<file path="src/rtl/debug_capture_ctrl_pkg.sv">
// debug_capture_ctrl_pkg: shared widths and FSM state encodings for the debug capture block
package debug_capture_ctrl_pkg;
    localparam int DBG_FRAME_W = 9;
    localparam int DBG_REG_W   = 4;
    localparam int DBG_DEPTH   = 8;
    typedef enum logic [2:0] {
        S_IDLE    = 3'd0,
        S_ARMED   = 3'd1,
        S_CAPTURE = 3'd2,
        S_READOUT = 3'd3
    } state_t;
endpackage

</file>
<file path="src/rtl/dbg_capture_buf.sv">
// dbg_capture_buf: capture storage, one sync write port and one registered read port
module dbg_capture_buf #(
    parameter int ENTRY_W = 13,
    parameter int DEPTH   = 8,
    parameter int AW      = $clog2(DEPTH)
) (
    input  logic               clk,
    input  logic               rst,
    input  logic               we,
    input  logic [AW-1:0]      waddr,
    input  logic [ENTRY_W-1:0] wdata,
    input  logic               re,
    input  logic [AW-1:0]      raddr,
    output logic [ENTRY_W-1:0] rdata
);
    logic [ENTRY_W-1:0] mem [DEPTH];
    always_ff @(posedge clk) begin
        if (we) mem[waddr] <= wdata;
    end
    // only the read register is reset so the readout outputs start at zero
    always_ff @(posedge clk) begin
        if (!rst) rdata <= '0;
        else if (re) rdata <= mem[raddr];
    end
endmodule

</file>
<file path="src/rtl/debug_capture_ctrl.sv">
// debug_capture_ctrl: trigger-armed snapshot of received frames, played back over valid/ready
module debug_capture_ctrl
    import debug_capture_ctrl_pkg::*;
#(
    parameter int FRAME_W = DBG_FRAME_W,
    parameter int REG_W   = DBG_REG_W,
    parameter int DEPTH   = DBG_DEPTH,
    parameter int CNT_W   = $clog2(DEPTH) + 1
) (
    input  logic               clk,
    input  logic               rst,
    input  logic               debug,
    input  logic               arm,
    input  logic               stop,
    input  logic [FRAME_W-1:0] trig_val,
    input  logic [FRAME_W-1:0] trig_mask,
    input  logic               frame_valid,
    input  logic [FRAME_W-1:0] frame,
    input  logic [REG_W-1:0]   data_out,
    output logic               rd_valid,
    input  logic               rd_ready,
    output logic [FRAME_W-1:0] rd_frame,
    output logic [REG_W-1:0]   rd_reg,
    output logic [CNT_W-2:0]   rd_index,
    output logic [2:0]         state,
    output logic [CNT_W-1:0]   count,
    output logic               overflow,
    output logic               done
);
    localparam int ENTRY_W = FRAME_W + REG_W;
    localparam int PW      = CNT_W - 1;
    state_t             st, st_nx;
    logic [CNT_W-1:0]   count_nx;
    logic [PW-1:0]      rd_index_nx, waddr, raddr, last;
    logic               rd_valid_nx, overflow_nx, done_nx, we, re, hit;
    logic [ENTRY_W-1:0] rdata;
    assign state    = st;
    assign hit      = frame_valid && (((frame ^ trig_val) & trig_mask) == '0);
    assign last     = PW'(count - 1'b1);
    assign rd_frame = rdata[ENTRY_W-1:REG_W];
    assign rd_reg   = rdata[REG_W-1:0];
    always_comb begin
        st_nx       = st;
        count_nx    = count;
        rd_valid_nx = rd_valid;
        rd_index_nx = rd_index;
        overflow_nx = overflow;
        done_nx     = 1'b0;
        we          = 1'b0;
        re          = 1'b0;
        waddr       = count[PW-1:0];
        raddr       = rd_index;
        if (!debug) begin
            st_nx       = S_IDLE;
            count_nx    = '0;
            rd_valid_nx = 1'b0;
        end else begin
            case (st)
                S_IDLE: if (arm) begin
                    st_nx       = S_ARMED;
                    count_nx    = '0;
                    overflow_nx = 1'b0;
                end
                S_ARMED: if (hit) begin
                    we       = 1'b1;
                    waddr    = '0;
                    count_nx = CNT_W'(1);
                    st_nx    = S_CAPTURE;
                end
                S_CAPTURE: begin
                    if (frame_valid) begin
                        we       = 1'b1;
                        count_nx = count + 1'b1;
                    end
                    if (stop || count_nx == CNT_W'(DEPTH)) st_nx = S_READOUT;
                end
                S_READOUT: begin
                    if (frame_valid) overflow_nx = 1'b1;
                    // first READOUT cycle primes entry 0; afterwards each accept loads the next
                    if (!rd_valid) begin
                        re          = 1'b1;
                        raddr       = '0;
                        rd_index_nx = '0;
                        rd_valid_nx = 1'b1;
                    end else if (rd_ready) begin
                        if (rd_index == last) begin
                            rd_valid_nx = 1'b0;
                            done_nx     = 1'b1;
                            st_nx       = S_IDLE;
                        end else begin
                            re          = 1'b1;
                            raddr       = rd_index + 1'b1;
                            rd_index_nx = raddr;
                        end
                    end
                end
                default: st_nx = S_IDLE;
            endcase
        end
    end
    always_ff @(posedge clk) begin
        if (!rst) begin
            st       <= S_IDLE;
            count    <= '0;
            rd_valid <= 1'b0;
            rd_index <= '0;
            overflow <= 1'b0;
            done     <= 1'b0;
        end else begin
            st       <= st_nx;
            count    <= count_nx;
            rd_valid <= rd_valid_nx;
            rd_index <= rd_index_nx;
            overflow <= overflow_nx;
            done     <= done_nx;
        end
    end
    dbg_capture_buf #(.ENTRY_W(ENTRY_W), .DEPTH(DEPTH), .AW(PW)) u_buf (
        .clk  (clk),
        .rst  (rst),
        .we   (we),
        .waddr(waddr),
        .wdata({frame, data_out}),
        .re   (re),
        .raddr(raddr),
        .rdata(rdata)
    );
endmodule

</file>
<file path="config.mk">
export PLATFORM = sky130hd
export DESIGN_NAME = debug_capture_ctrl
export DESIGN_NICKNAME = d
export VERILOG_FILES = /design/src/rtl/debug_capture_ctrl_pkg.sv /design/src/rtl/dbg_capture_buf.sv /design/src/rtl/debug_capture_ctrl.sv
export SDC_FILE = /design/constraint.sdc
export NUM_CORES = 1
export LEC_CHECK = 0
export BUFFER_PORTS_ARGS = -buffer_cell sky130_fd_sc_hd__buf_2
export CAP_MARGIN = 20
export CORE_ASPECT_RATIO = 0.5
export CORE_MARGIN = 1.5
export CORE_UTILIZATION = 35
export DETAILED_ROUTE_END_ITERATION = 10
export SLEW_MARGIN = 20
export SYNTH_ARGS = -nofsm -noshare
export SYNTH_HDL_FRONTEND = slang
export SYNTH_SLANG_ARGS = --single-unit
</file>
<file path="constraint.sdc">
create_clock -name clk -period 3 [get_ports clk]
set_clock_uncertainty 0.1 [all_clocks]
set_input_delay 0.45 -clock clk [delete_from_list [all_inputs] [get_ports clk]]
set_output_delay 0.45 -clock clk [all_outputs]
set_load 0.02 [all_outputs]
</file>
==> results.txt, run 1 <==
----------------------------------------------------
[Synth]
  Main area contributors after synthesis ... sky130_fd_sc_hd__edfxtp_1 (57%), sky130_fd_sc_hd__mux2i_1 (12%), sky130_fd_sc_hd__dfxtp_1 (9.2%)
  Post-Synthesis Cells ... 368
  Library cells used by synthesis ... 46
  Most used DFF post-synth ... sky130_fd_sc_hd__edfxtp_1
  Post-synthesis cell type with the largest combined area ... sky130_fd_sc_hd__edfxtp_1
  EDFF count, synth ... 104
  Cell with the most instances after synthesis ... sky130_fd_sc_hd__edfxtp_1
  Post-synthesis net count ... 413
  Mapped cell area ... 5440 sq um
  Average size of a mapped cell ... 14.8 sq um
  Synthesized flop and latch total ... 129
  Cell types with the highest counts after synthesis ... sky130_fd_sc_hd__edfxtp_1 (104), sky130_fd_sc_hd__mux2i_1 (65), sky130_fd_sc_hd__dfxtp_1 (25), sky130_fd_sc_hd__nand2_1 (15), sky130_fd_sc_hd__nor2_1 (15)
  Proportion of synthesized chip area in sequential cells ... 0.666
  Yosys warnings ... 0
  Portion of synthesized cell area occupied by the leading cell type ... 0.574
  Proportion of register bits with asynchronous set or reset after synthesis ... 0

[Run status]
  Status ... completed

[GRT]
  Busiest metal layer after global routing ... met2
  GRT overflow ... 0
  GR Util All Layers ... 0.156
  Via count of the first global-routing pass ... 3,314
  Antenna violations before repair ... 0
  First-pass GRT wire length ... 18,700 microns
  Met3 usage in global routing ... 0.0406
  Met2 Use GR ... 0.232
  Largest net degree at the start of global routing ... 24
  Fraction of met1 tracks used by global routing ... 0.218

[Timing]
  Maximum clock rate ... 361 MHz
  Unrepaired setup endpoints after global routing ... false
  Final critical-path required period ... 2.77 ns
  Sum of negative setup slack ... 0 ns
  Count of pins over their slew limit ... 0
  Number of hold violations in the final report ... 0
  Share of the clock period used by the worst path after layout ... 0.923
  Total of endpoints with negative setup slack in the final report ... 0

[Routing]
  Average wire per cell in the routed design ... 17.6 microns
  Via count of the routed design ... 3,353
  DR pass1 iterations ... 5
  Wirelength, routed ... 11,700 microns
  Per-cell via count in the routed design ... 5.03
  DRC violation count after routing ... 0
  Number of nets still failing antenna checks after routing ... 0
  Number of DRC violations after detailed-routing iteration 0 ... 177

[CTS]
  Number of levels the H-tree was split into ... 4
  Clock transition at the registers of the reported paths ... 0.06 ns
  Number of instances resized during post-cts repair ... 0
  CTS Root Buffer Type ... sky130_fd_sc_hd__clkbuf_16
  CTS sink count ... 129
  Worst-Skew Late Latency ... 0.42 ns
  Number of CTS-inserted buffers ... 17
  Max Buffers Root-to-Sink ... 2
  CTS tree ... yes
  Hold buffers post-CTS ... 0
  # Post-CTS Setup Buffers ... 0

[Worst setup path]
  Critical Path Start ... count[0]
  Critical Path Most Common Cell ... sky130_fd_sc_hd__mux2i_1
  Max incr delay on CP ... 0.36 ns
  Critical path startpoint category ... register
  Setup crit end kind ... register
  Startpoint of the worst-slack reg-to-reg timing path ... count[0]
  Chain of cells forming the critical path ... inv_1, ha_1, xnor2_1, o311ai_1, mux2i_1, a21o_2, buf_12, mux2i_1, mux2i_1, a221o_1
  Cell with the largest stage delay on the worst path ... sky130_fd_sc_hd__ha_1
  Arrival time at the worst endpoint ... 2.97 ns
  Critical Setup Path Class ... reg2reg
  Largest fanout on the critical path ... 23
  Required time at the endpoint of the critical path ... 3.20 ns

[Finish]
  Register area ... 3620 sq um
  Final-stage net count ... 501
  Fraction of the core area covered by cells at the end of the flow ... 0.457
  Fraction of layout cells with a size suffix above 1 ... 0.262
  Layout Cell Area excl Fill ... 6770 sq um
  Ant. Diodes ... 0
  Multi-input logic area ... 1690 sq um
  Area added between synthesis and finish ... 24.5%
  Fill cell total of the finished layout ... 1,314

[Floorplan]
  Top-level port count ... 64
  Die ar. ... 16,300 sq um
  Die Y-Extent ... 91.1 microns
  Effective utilization at floorplan ... 0.367
  Chip width ... 179 microns
  Floorplan Core Area ... 14,800 sq um
  Number of core rows ... 31

[Power]
  P_leak ... 2.50 nW
  Total power density per cell area ... 642 nW/um^2
  Largest vdd supply drop ... 0.000492 V

[Placed design]
  Detailed placer's ending HPWL ... 7730 microns
  Routability congestion estimate ... 0.799
  Port buffer count ... 62
  Post-place instance area ... 6110 sq um

[Min path]
  Worst min-delay path startpoint ... data_out[1]
  HP Class ... in2reg

[Job]
  Number of max-capacitance violations reported ... 0

----------------------------------------------------
==> worst max-delay path, delay by kind of cell (launching register included) <==
kind / cells / cell delay, ns
XOR/XNOR: 1 / 0.18
multiplexers: 3 / 0.61
buffers and inverters: 2 / 0.24
AO/OA/AOI/OAI: 3 / 0.82
adder cells (fa/ha/maj): 1 / 0.36
flip-flops: 1 / 0.32
==> flip-flops by register name (all words and copies together) (netlist names) <==
name,count
count,4
done,1
overflow,1
rd_index,3
rd_valid,1
state,2
u_buf.mem,104
u_buf.rdata,13
==> cell usage in the layout, fill, tap and decap left out, types with 2 or more instances in the layout <==
master	synthesis	final
sky130_fd_sc_hd__edfxtp_1	104	104
sky130_fd_sc_hd__mux2i_1	65	65
sky130_fd_sc_hd__buf_2	3	62
sky130_fd_sc_hd__dfxtp_1	25	24
sky130_fd_sc_hd__clkbuf_16	0	17
sky130_fd_sc_hd__buf_4	4	17
sky130_fd_sc_hd__nand2_1	15	15
sky130_fd_sc_hd__nor2_1	15	15
sky130_fd_sc_hd__a21oi_1	13	13
sky130_fd_sc_hd__o22ai_1	10	10
sky130_fd_sc_hd__a221o_1	10	10
sky130_fd_sc_hd__xor2_1	9	9
sky130_fd_sc_hd__inv_1	8	8
sky130_fd_sc_hd__o21ai_0	8	8
sky130_fd_sc_hd__a22oi_1	7	7
sky130_fd_sc_hd__ha_1	7	7
sky130_fd_sc_hd__and2_1	6	6
sky130_fd_sc_hd__bufinv_16	0	6
sky130_fd_sc_hd__nand2b_1	5	5
sky130_fd_sc_hd__nand3_1	4	4
sky130_fd_sc_hd__or4_1	4	4
sky130_fd_sc_hd__buf_12	1	4
sky130_fd_sc_hd__nand4_1	3	3
sky130_fd_sc_hd__nor3_1	3	3
sky130_fd_sc_hd__or3_1	3	3
sky130_fd_sc_hd__or2_2	3	3
sky130_fd_sc_hd__nor2b_1	3	3
sky130_fd_sc_hd__clkinvlp_4	0	3
sky130_fd_sc_hd__clkinv_2	0	3
sky130_fd_sc_hd__xnor2_1	2	2
sky130_fd_sc_hd__nand4b_1	2	2
sky130_fd_sc_hd__a32o_1	2	2
sky130_fd_sc_hd__nor3b_1	2	2
sky130_fd_sc_hd__a221oi_1	2	2
sky130_fd_sc_hd__a22o_1	2	2
==> per-layer routing <==
metal / vias up / part of all wire
met2: 87 / 0.45
li1: 1603 / -
met5: - / 0
met1: 1650 / 0.48
met4: 0 / 0.013
met3: 13 / 0.052
==> cells by family after synthesis <==
| logic type | share of synthesized area |
|---|---|
| other | 0.000690 |
| AOI/OAI and AO/OA | 0.0792 |
| adders and majority gates | 0.0161 |
| and+or+nand+nor | 0.0709 |
| buffers and inverters | 0.0251 |
| DFF | 0.666 |
| muxes | 0.120 |
| xor gates and xnor gates | 0.0221 |
==> through the flow <==
stage	instances	power, mW	hold slack, ns	worst slack (ns)
2_1_floorplan	368	2.01	0.449	0.0575
3_5_place_dp	635	2.08	0.371	0.182
5_1_grt	667	4.46	0.213	0.0151
3_3_place_gp	635	2.08	0.359	0.230
6_report	667	4.35	0.210	0.230
4_1_cts	667	4.38	0.198	0.179
==> final timing paths <==
path | end | slack [ns] | depth (start not counted)
setup / recovery | u_buf.rdata[10] | 0.23 | 10
hold / removal | u_buf.mem[0][1] | 0.21 | 1
setup reg to reg | u_buf.rdata[10] | 0.23 | 10
hold reg to reg | u_buf.rdata[2] | 0.38 | 1
==> where the power goes <==
group	internal, mW	switching [mW]	total (mW)
sequential	1.93	0.00183	1.93
combinational	0.0398	0.0680	0.108
clock	1.55	0.753	2.31
==> final cells by class <==
| class | instances | share of cell area |
|---|---|---|
| inverter | 8 | 0.00444 |
| timing repair buffer | 83 | 0.0765 |
| tap | 198 | 0.0366 |
| sequential | 129 | 0.535 |
| clock inverter | 15 | 0.0353 |
| clock buffer | 17 | 0.0628 |
| multi-input combinational | 217 | 0.249 |
No activity file was read; power rests on OpenSTA's default activity.
==> inputs of run 2 (changes only) <==
--- a/config.mk
+++ b/config.mk
@@ -14,4 +14,5 @@
 export SLEW_MARGIN = 20
 export SYNTH_ARGS = -nofsm -noshare
 export SYNTH_HDL_FRONTEND = slang
+export SYNTH_HIERARCHICAL = 1
 export SYNTH_SLANG_ARGS = --single-unit
==> run 2 against run 1 <==
Compared with the run above:
- worst hold slack improved by 0.0044 ns
- combinational power rose by 19%
- non-clock buffer count up 4
- maximum frequency decreased by 0.74%
- sequential power is essentially flat
- critical path depth increased by 2
- largest cell class unchanged
- largest power group is now registers
==> results.txt, run 2 <==
----------------------------------------------------
[Synth]
  Library cells used by synthesis ... 47 (+2.2%)
  Post-synthesis cell type with the largest combined area ... sky130_fd_sc_hd__edfxtp_1
  Post-synthesis net count ... 421 (+1.9%)
  Proportion of register bits with asynchronous set or reset after synthesis ... 0 (unchanged)
  Portion of synthesized cell area occupied by the leading cell type ... 0.569 (-0.00524)
  Main area contributors after synthesis ... sky130_fd_sc_hd__edfxtp_1 (57%), sky130_fd_sc_hd__dfxtp_1 (9.1%), sky130_fd_sc_hd__mux2_2 (5.3%)
  Cell types with the highest counts after synthesis ... sky130_fd_sc_hd__edfxtp_1 (104), sky130_fd_sc_hd__mux2i_1 (28), sky130_fd_sc_hd__mux2_2 (26), sky130_fd_sc_hd__dfxtp_1 (25), sky130_fd_sc_hd__nor2_1 (22)
  Proportion of synthesized chip area in sequential cells ... 0.660 (-0.00608)
  Post-Synthesis Cells ... 376 (+2.2%)
  Cell with the most instances after synthesis ... sky130_fd_sc_hd__edfxtp_1
  Average size of a mapped cell ... 14.6 sq um (-1.2%)
  Most used DFF post-synth ... sky130_fd_sc_hd__edfxtp_1
  Yosys warnings ... 6 (+6)
  EDFF count, synth ... 104 (unchanged)
  Synthesized flop and latch total ... 129 (unchanged)
  Mapped cell area ... 5490 sq um (+0.92%)

[CTS]
  Worst-Skew Late Latency ... 0.40 ns (-0.02 ns)
  # Post-CTS Setup Buffers ... 0 (unchanged)
  Number of levels the H-tree was split into ... 4 (unchanged)
  Max Buffers Root-to-Sink ... 2 (unchanged)
  CTS Root Buffer Type ... sky130_fd_sc_hd__clkbuf_16
  CTS tree ... yes
  Number of CTS-inserted buffers ... 17 (unchanged)
  Clock transition at the registers of the reported paths ... 0.06 ns (about the same)
  CTS sink count ... 129 (unchanged)

[Timing]
  Share of the clock period used by the worst path after layout ... 0.930 (+0.00692)
  Number of hold violations in the final report ... 0 (unchanged)
  Sum of negative setup slack ... 0 ns (unchanged)
  Unrepaired setup endpoints after global routing ... false
  Worst Slack Setup Final ... 0.209 ns (-0.0207 ns)
  Slew Limit Headroom ... 0.653
  Count of pins over their slew limit ... 0 (unchanged)
  Maximum clock rate ... 358 MHz (-0.74%)
  Final critical-path required period ... 2.79 ns (+0.0207 ns)
  Total of endpoints with negative setup slack in the final report ... 0 (unchanged)
  Slew @ Worst Pin ... 0.520 ns

[Placed design]
  Port buffer count ... 62 (unchanged)
  Pre-CTS setup slack ... -0.229 ns (-0.411 ns)
  Detailed placer's ending HPWL ... 7640 microns (-1.1%)
  Routability congestion estimate ... 0.800 (+0.14%)

[Floorplan]
  Die Y-Extent ... 91.5 microns (+0.44%)
  Number of core rows ... 32 (+3.2%)
  Top-level port count ... 64 (unchanged)
  Floorplan Core Area ... 15,400 sq um (+3.8%)
  Die ar. ... 16,500 sq um (+0.90%)
  Effective utilization at floorplan ... 0.357 (-0.0101)
  Chip width ... 180 microns (+0.45%)

[Power]
  Total power density per cell area ... 591 nW/um^2 (-7.9%)
  Share of total power in combinational logic ... 0.032 (+0.007)
  Clock power frac ... 0.482 (-0.048)
  P_leak ... 2.41 nW (-3.8%)
  Overall Power ... 3.98 mW (-8.5%)
  Sequential power share ... 0.486 (+0.041)
  Internal cell power ... 3.13 mW (-11%)
  Largest vdd supply drop ... 0.000487 V (-1.2%)
  Net switching component of the power ... 0.849 mW (+3.1%)
  Share of total power consumed by net switching ... 0.213 (+0.0239)

[Routing]
  Number of nets still failing antenna checks after routing ... 0 (unchanged)
  Per-cell via count in the routed design ... 4.95 (-1.5%)
  Number of DRC violations after detailed-routing iteration 0 ... 172 (-2.8%)
  DR pass1 iterations ... 6 (+1)
  Average wire per cell in the routed design ... 16.9 microns (-3.9%)
  DRC violation count after routing ... 0 (unchanged)
  Via count of the routed design ... 3,378 (+0.75%)
  Wirelength, routed ... 11,500 microns (-1.8%)

[Finish]
  Final-stage net count ... 510 (+1.8%)
  Fill cell total of the finished layout ... 1,424 (+8.4%)
  Most common cell after layout, fill and taps aside ... sky130_fd_sc_hd__edfxtp_1
  Largest registers ... u_buf/mem x104, u_buf/rdata x13, count x4
  Ant. Diodes ... 0 (unchanged)
  Flip-flop count of the largest register after layout ... 104 (unchanged)
  Area added between synthesis and finish ... 22.6%
  Most used cells in the layout excluding fill and tap cells ... sky130_fd_sc_hd__edfxtp_1 (104), sky130_fd_sc_hd__buf_2 (62), sky130_fd_sc_hd__mux2i_1 (28)
  Top register by number of flip-flops ... u_buf/mem
  Fraction of layout cells with a size suffix above 1 ... 0.328 (+0.0662)

[Worst setup path]
  R2r endpoint ... u_buf/rdata[6]
  Setup slack of the worst register-to-register path ... 0.21 ns (-0.02 ns)
  Startpoint of the worst-slack reg-to-reg timing path ... count[0]
  Setup crit end kind ... register
  Critical path startpoint category ... register
  Cell with the largest stage delay on the worst path ... sky130_fd_sc_hd__nor2_1
  Length in cells of the worst reg-to-reg path ... 12 (+2)
  Critical Setup Path Class ... reg2reg
  Required time at the endpoint of the critical path ... 3.24 ns (+0.04 ns)
  Kind of cell adding the most delay to the critical path ... simple AND/OR/NAND/NOR gates
  Chain of cells forming the critical path ... inv_1, ha_1, xor2_1, nand3_1, and4_4, mux2i_1, nor2_1, nand2b_1, buf_4, o22ai_1, a221o_1, a21oi_1
  Stages on the worst setup path ... 12 (+2)
  Arrival time at the worst endpoint ... 3.03 ns (+0.06 ns)
  Buffers & Inverters on Critical Path ... 2 (unchanged)
  Max incr delay on CP ... 0.33 ns (-0.03 ns)
  Largest fanout on the critical path ... 13 (-43%)

[Min path]
  HP Class ... in2reg
  Worst min-delay path startpoint ... data_out[3]
  Instance count along the most critical hold path ... 1 (unchanged)
  Hold endpoint ... u_buf/mem[7][3]

[GRT]
  GRT overflow ... 0 (unchanged)
  Largest net degree at the start of global routing ... 33 (+38%)
  Via count of the first global-routing pass ... 3,470 (+4.7%)
  GR Util All Layers ... 0.151 (-0.00508)
  First-pass GRT wire length ... 18,500 microns (-0.85%)
  Antenna violations before repair ... 0 (unchanged)

[Job]
  Number of max-capacitance violations reported ... 0 (unchanged)

[Run status]
  Status ... completed

----------------------------------------------------
run 2: cell types whose count changed after synthesis, sizes merged, moves of 5 or more:
cell    change
nor2        +7
o21ai       +7
o221ai      +5
mux2       +26
a21oi       +5
mux2i      -37
run 2: how the worst max path moves through the flow:
stage	startpoint	endpoint	slack, ns
6_report	count[0]	u_buf/rdata[6]	0.21
3_3_place_gp	count[0]	u_buf/rdata[1]	-0.08
4_1_cts	count[0]	u_buf/rdata[2]	0.08
5_1_grt	count[1]	u_buf/rdata[6]	0.007
2_1_floorplan	count[0]	u_buf/rdata[2]	0.05
3_5_place_dp	count[0]	u_buf/rdata[12]	-0.23
run 2: metrics by stage:
stage | hold slack, ns | std cells | cell area [sq um] | util
finish | 0.214 | 682 | 6730 | 0.438
floorplan | 0.449 | 376 | 5490 | -
global route | 0.205 | 682 | 6730 | 0.438
detailed placement | 0.403 | 650 | 6150 | 0.400
CTS | 0.210 | 682 | 6720 | 0.437
global placement | 0.400 | 650 | 6150 | 0.400
run 2: power groups by stage:
| stage | Sequential [mW] | Clock [mW] | Combinational, mW |
|---|---|---|---|
| floorplan | 1.98 | 0 | 0.0600 |
| global placement | 1.97 | 0 | 0.127 |
| detailed placement | 1.97 | 0 | 0.129 |
| CTS | 1.94 | 1.95 | 0.130 |
| global route | 1.93 | 2.03 | 0.143 |
| finish | 1.94 | 1.92 | 0.128 |
run 2: routing by layer:
layer / share of wire / up-vias / GRT usage
li1: - / 1627 / -
met1: 0.47 / 1674 / 0.196
met2: 0.47 / 70 / 0.243
met3: 0.044 / 7 / 0.0453
met4: 0.0079 / 0 / 0.0504
met5: 0 / - / 0
run 2: layout make-up:
| class | instances | area (sq um) | share of cell area |
|---|---|---|---|
| repair buffers | 87 | 536 | 0.0796 |
| well taps | 204 | 255 | 0.0379 |
| flip-flops and latches | 129 | 3620 | 0.538 |
| clock buffers | 18 | 429 | 0.0638 |
| clock inverters | 14 | 131 | 0.0195 |
| multi-input cells | 224 | 1730 | 0.257 |
| inverters | 6 | 22.5 | 0.00335 |
run 2: kinds of logic after synthesis:
| group | count (synthesis) | synth area share |
|---|---|---|
| buffers and inverters | 23 | 0.0306 |
| other | 1 | 0.000683 |
| xor gates and xnor gates | 16 | 0.0280 |
| adders and majority gates | 7 | 0.0160 |
| DFF | 129 | 0.660 |
| muxes | 54 | 0.104 |
| AOI/OAI and AO/OA | 75 | 0.0955 |
| and+or+nand+nor | 71 | 0.0645 |
run 2: what timing repair did:
action,4_1_cts,5_1_grt
endpoints found under the setup margin,13,10
gates resized for setup,2,3
hold buffers,0,0
endpoints found under the hold margin,0,0
==> inputs of run 3 (changes only) <==
--- a/config.mk
+++ b/config.mk
@@ -10,7 +10,9 @@
 export CORE_ASPECT_RATIO = 0.5
 export CORE_MARGIN = 1.5
 export CORE_UTILIZATION = 35
+export CTS_CLUSTER_SIZE = 14
 export DETAILED_ROUTE_END_ITERATION = 10
+export MAX_ROUTING_LAYER = met4
 export SLEW_MARGIN = 20
 export SYNTH_ARGS = -nofsm -noshare
 export SYNTH_HDL_FRONTEND = slang
==> run 3 against run 2 <==
Compared with the run above:
- worst hold slack worse by 0.00093 ns
- global-route usage grew 0.43 points
- via count shrank 0.47%
- largest cell class unchanged
- count of clock-buffer cells in the layout is the same
- die area stayed put
- combinational power barely moved
- power grew 0.20%
- register-to-register slack worse by 0.02 ns
- critical path depth did not move
- critical path type unchanged
- clock power barely moved
- highest routed layer unchanged
- final cell count stayed put
- sequential power about the same
==> results.txt, run 3 (same netlist as run 2, synthesis figures left out) <==
----------------------------------------------------
[Power]
  Internal cell power ... 3.13 mW (about the same)
  Clock power frac ... 0.483 (about the same)
  Largest vdd supply drop ... 0.000488 V (+0.21%)
  Overall Power ... 3.99 mW (+0.20%)
  Share of total power in combinational logic ... 0.032 (about the same)
  Total power density per cell area ... 593 nW/um^2 (+0.20%)
  Sequential power share ... 0.485 (about the same)
  Net switching component of the power ... 0.857 mW (+0.95%)
  Share of total power consumed by net switching ... 0.215 (+0.00160)
  P_leak ... 2.41 nW (unchanged)

[Routing]
  DRC violation count after routing ... 0 (unchanged)
  Average wire per cell in the routed design ... 16.9 microns (+0.22%)
  Via count of the routed design ... 3,362 (-0.47%)
  Per-cell via count in the routed design ... 4.93 (-0.47%)
  Number of DRC violations after detailed-routing iteration 0 ... 176 (+2.3%)
  Wirelength, routed ... 11,600 microns (+0.22%)
  DR pass1 iterations ... 6 (unchanged)
  Number of nets still failing antenna checks after routing ... 0 (unchanged)

[Placed design]
  Port buffer count ... 62 (unchanged)
  Post-place instance area ... 6150 sq um (unchanged)
  Routability congestion estimate ... 0.811 (+1.4%)
  Detailed placer's ending HPWL ... 7640 microns (unchanged)

[Timing]
  Maximum clock rate ... 356 MHz (-0.56%)
  Count of pins over their slew limit ... 0 (unchanged)
  Sum of negative setup slack ... 0 ns (unchanged)
  Slew @ Worst Pin ... 0.510 ns (-0.00990 ns)
  Hold slack final ... 0.213 ns (-0.000931 ns)
  Unrepaired setup endpoints after global routing ... false
  Final critical-path required period ... 2.81 ns (+0.0156 ns)
  Slew Limit Headroom ... 0.660 (+0.00660)
  Total of endpoints with negative setup slack in the final report ... 0 (unchanged)
  Number of hold violations in the final report ... 0 (unchanged)
  Share of the clock period used by the worst path after layout ... 0.935 (+0.00521)

[Worst setup path]
  Startpoint of the worst-slack reg-to-reg timing path ... count[0]
  Required time at the endpoint of the critical path ... 3.23 ns (about the same)
  Setup crit end kind ... register
  Arrival time at the worst endpoint ... 3.04 ns (about the same)
  Largest fanout on the critical path ... 13 (unchanged)
  Critical Setup Path Class ... reg2reg
  Critical Path Start ... count[0]
  Critical path startpoint category ... register

[GRT]
  Largest net degree at the start of global routing ... 33 (unchanged)
  Antenna violations before repair ... 0 (unchanged)
  Via count of the first global-routing pass ... 3,478 (+0.23%)
  First-pass GRT wire length ... 18,500 microns (about the same)
  GR Util All Layers ... 0.155 (+0.00433)
  GRT overflow ... 0 (unchanged)

[CTS]
  Number of instances resized during post-cts repair ... 2 (unchanged)
  Clock transition at the registers of the reported paths ... 0.06 ns (about the same)
  Worst-Skew Late Latency ... 0.41 ns (about the same)
  CTS tree ... yes
  Max Buffers Root-to-Sink ... 2 (unchanged)
  # Post-CTS Setup Buffers ... 0 (unchanged)
  Number of levels the H-tree was split into ... 4 (unchanged)
  Number of CTS-inserted buffers ... 17 (unchanged)
  CTS sink count ... 129 (unchanged)
  CTS Root Buffer Type ... sky130_fd_sc_hd__clkbuf_16
  Hold buffers post-CTS ... 0 (unchanged)

[Floorplan]
  Top-level port count ... 64 (unchanged)
  Number of core rows ... 32 (unchanged)
  Die ar. ... 16,500 sq um (unchanged)
  Chip width ... 180 microns (unchanged)
  Effective utilization at floorplan ... 0.357 (unchanged)
  Floorplan Core Area ... 15,400 sq um (unchanged)
  Die Y-Extent ... 91.5 microns (unchanged)

[Finish]
  Final-stage net count ... 510 (unchanged)
  Fraction of layout cells with a size suffix above 1 ... 0.328 (unchanged)
  Fill cell total of the finished layout ... 1,424 (unchanged)
  Layout Cell Area excl Fill ... 6730 sq um (unchanged)
  Largest registers ... u_buf/mem x104, u_buf/rdata x13, count x4
  Top register by number of flip-flops ... u_buf/mem
  Most common cell after layout, fill and taps aside ... sky130_fd_sc_hd__edfxtp_1
  Flip-flop count of the largest register after layout ... 104 (unchanged)
  Most used cells in the layout excluding fill and tap cells ... sky130_fd_sc_hd__edfxtp_1 (104), sky130_fd_sc_hd__buf_2 (62), sky130_fd_sc_hd__mux2i_1 (28)
  Area added between synthesis and finish ... 22.6% (unchanged)
  Ant. Diodes ... 0 (unchanged)

[Run status]
  Status ... completed

[Min path]
  HP Class ... in2reg
  Worst min-delay path startpoint ... data_out[3]

[Job]
  Number of max-capacitance violations reported ... 0 (unchanged)

----------------------------------------------------
run 3: path summary, 6_finish.rpt:
check	cells after the start	end	slack [ns]
worst min register to register	2	rd_valid	0.41
worst max register to register	12	u_buf/rdata[6]	0.19
worst max-delay path	12	u_buf/rdata[6]	0.19
worst min-delay path	1	u_buf/mem[2][3]	0.21
run 3: metal layers:
metal,share of wire,track usage,wire length (microns),vias up
met5,0,-,0,-
met4,0.0077,0.0609,89,0
met3,0.054,0.0353,627,6
met2,0.47,0.243,5480,85
met1,0.46,0.198,5360,1646
li1,-,-,-,1625
run 3: cell type report:
type                            instances  area (sq um)  share of cell area
Sequential cell                       129          3620               0.538
Timing Repair Buffer                   87           536              0.0796
Multi-Input combinational cell        224          1730               0.257
Clock inverter                         14           131              0.0195
Inverter                                6          22.5             0.00335
Tap cell                              204           255              0.0379
Clock buffer                           18           429              0.0638
run 3: power by group through the flow:
stage / Clock, mW / Sequential [mW] / Combinational (mW)
6_report: 1.92 / 1.94 / 0.128
5_1_grt: 2.03 / 1.93 / 0.143
4_1_cts: 1.95 / 1.94 / 0.130
3_5_place_dp: 0 / 1.97 / 0.129
3_3_place_gp: 0 / 1.97 / 0.127
2_1_floorplan: 0 / 1.98 / 0.0600
run 3: worst max-delay path, stage by stage (launching register included):
cell and delay (ns):
sky130_fd_sc_hd__dfxtp_1 0.32, sky130_fd_sc_hd__inv_1 0.05, sky130_fd_sc_hd__ha_1 0.32, sky130_fd_sc_hd__xor2_1 0.16, sky130_fd_sc_hd__nand3_1 0.11, sky130_fd_sc_hd__and4_4 0.23
sky130_fd_sc_hd__mux2i_1 0.13, sky130_fd_sc_hd__nor2_1 0.33, sky130_fd_sc_hd__nand2b_1 0.16, sky130_fd_sc_hd__buf_4 0.23, sky130_fd_sc_hd__o22ai_1 0.12, sky130_fd_sc_hd__a221o_1 0.31
sky130_fd_sc_hd__a21oi_1 0.14
run 3: per-stage QoR:
stage | setup slack [ns] | cells | utilization
after global placement | -0.0832 | 650 | 0.400
after global routing | 0.00694 | 682 | 0.438
after detailed placement | -0.229 | 650 | 0.400
after floorplan | 0.0517 | 376 | -
after CTS | 0.0826 | 682 | 0.437
final | 0.194 | 682 | 0.438
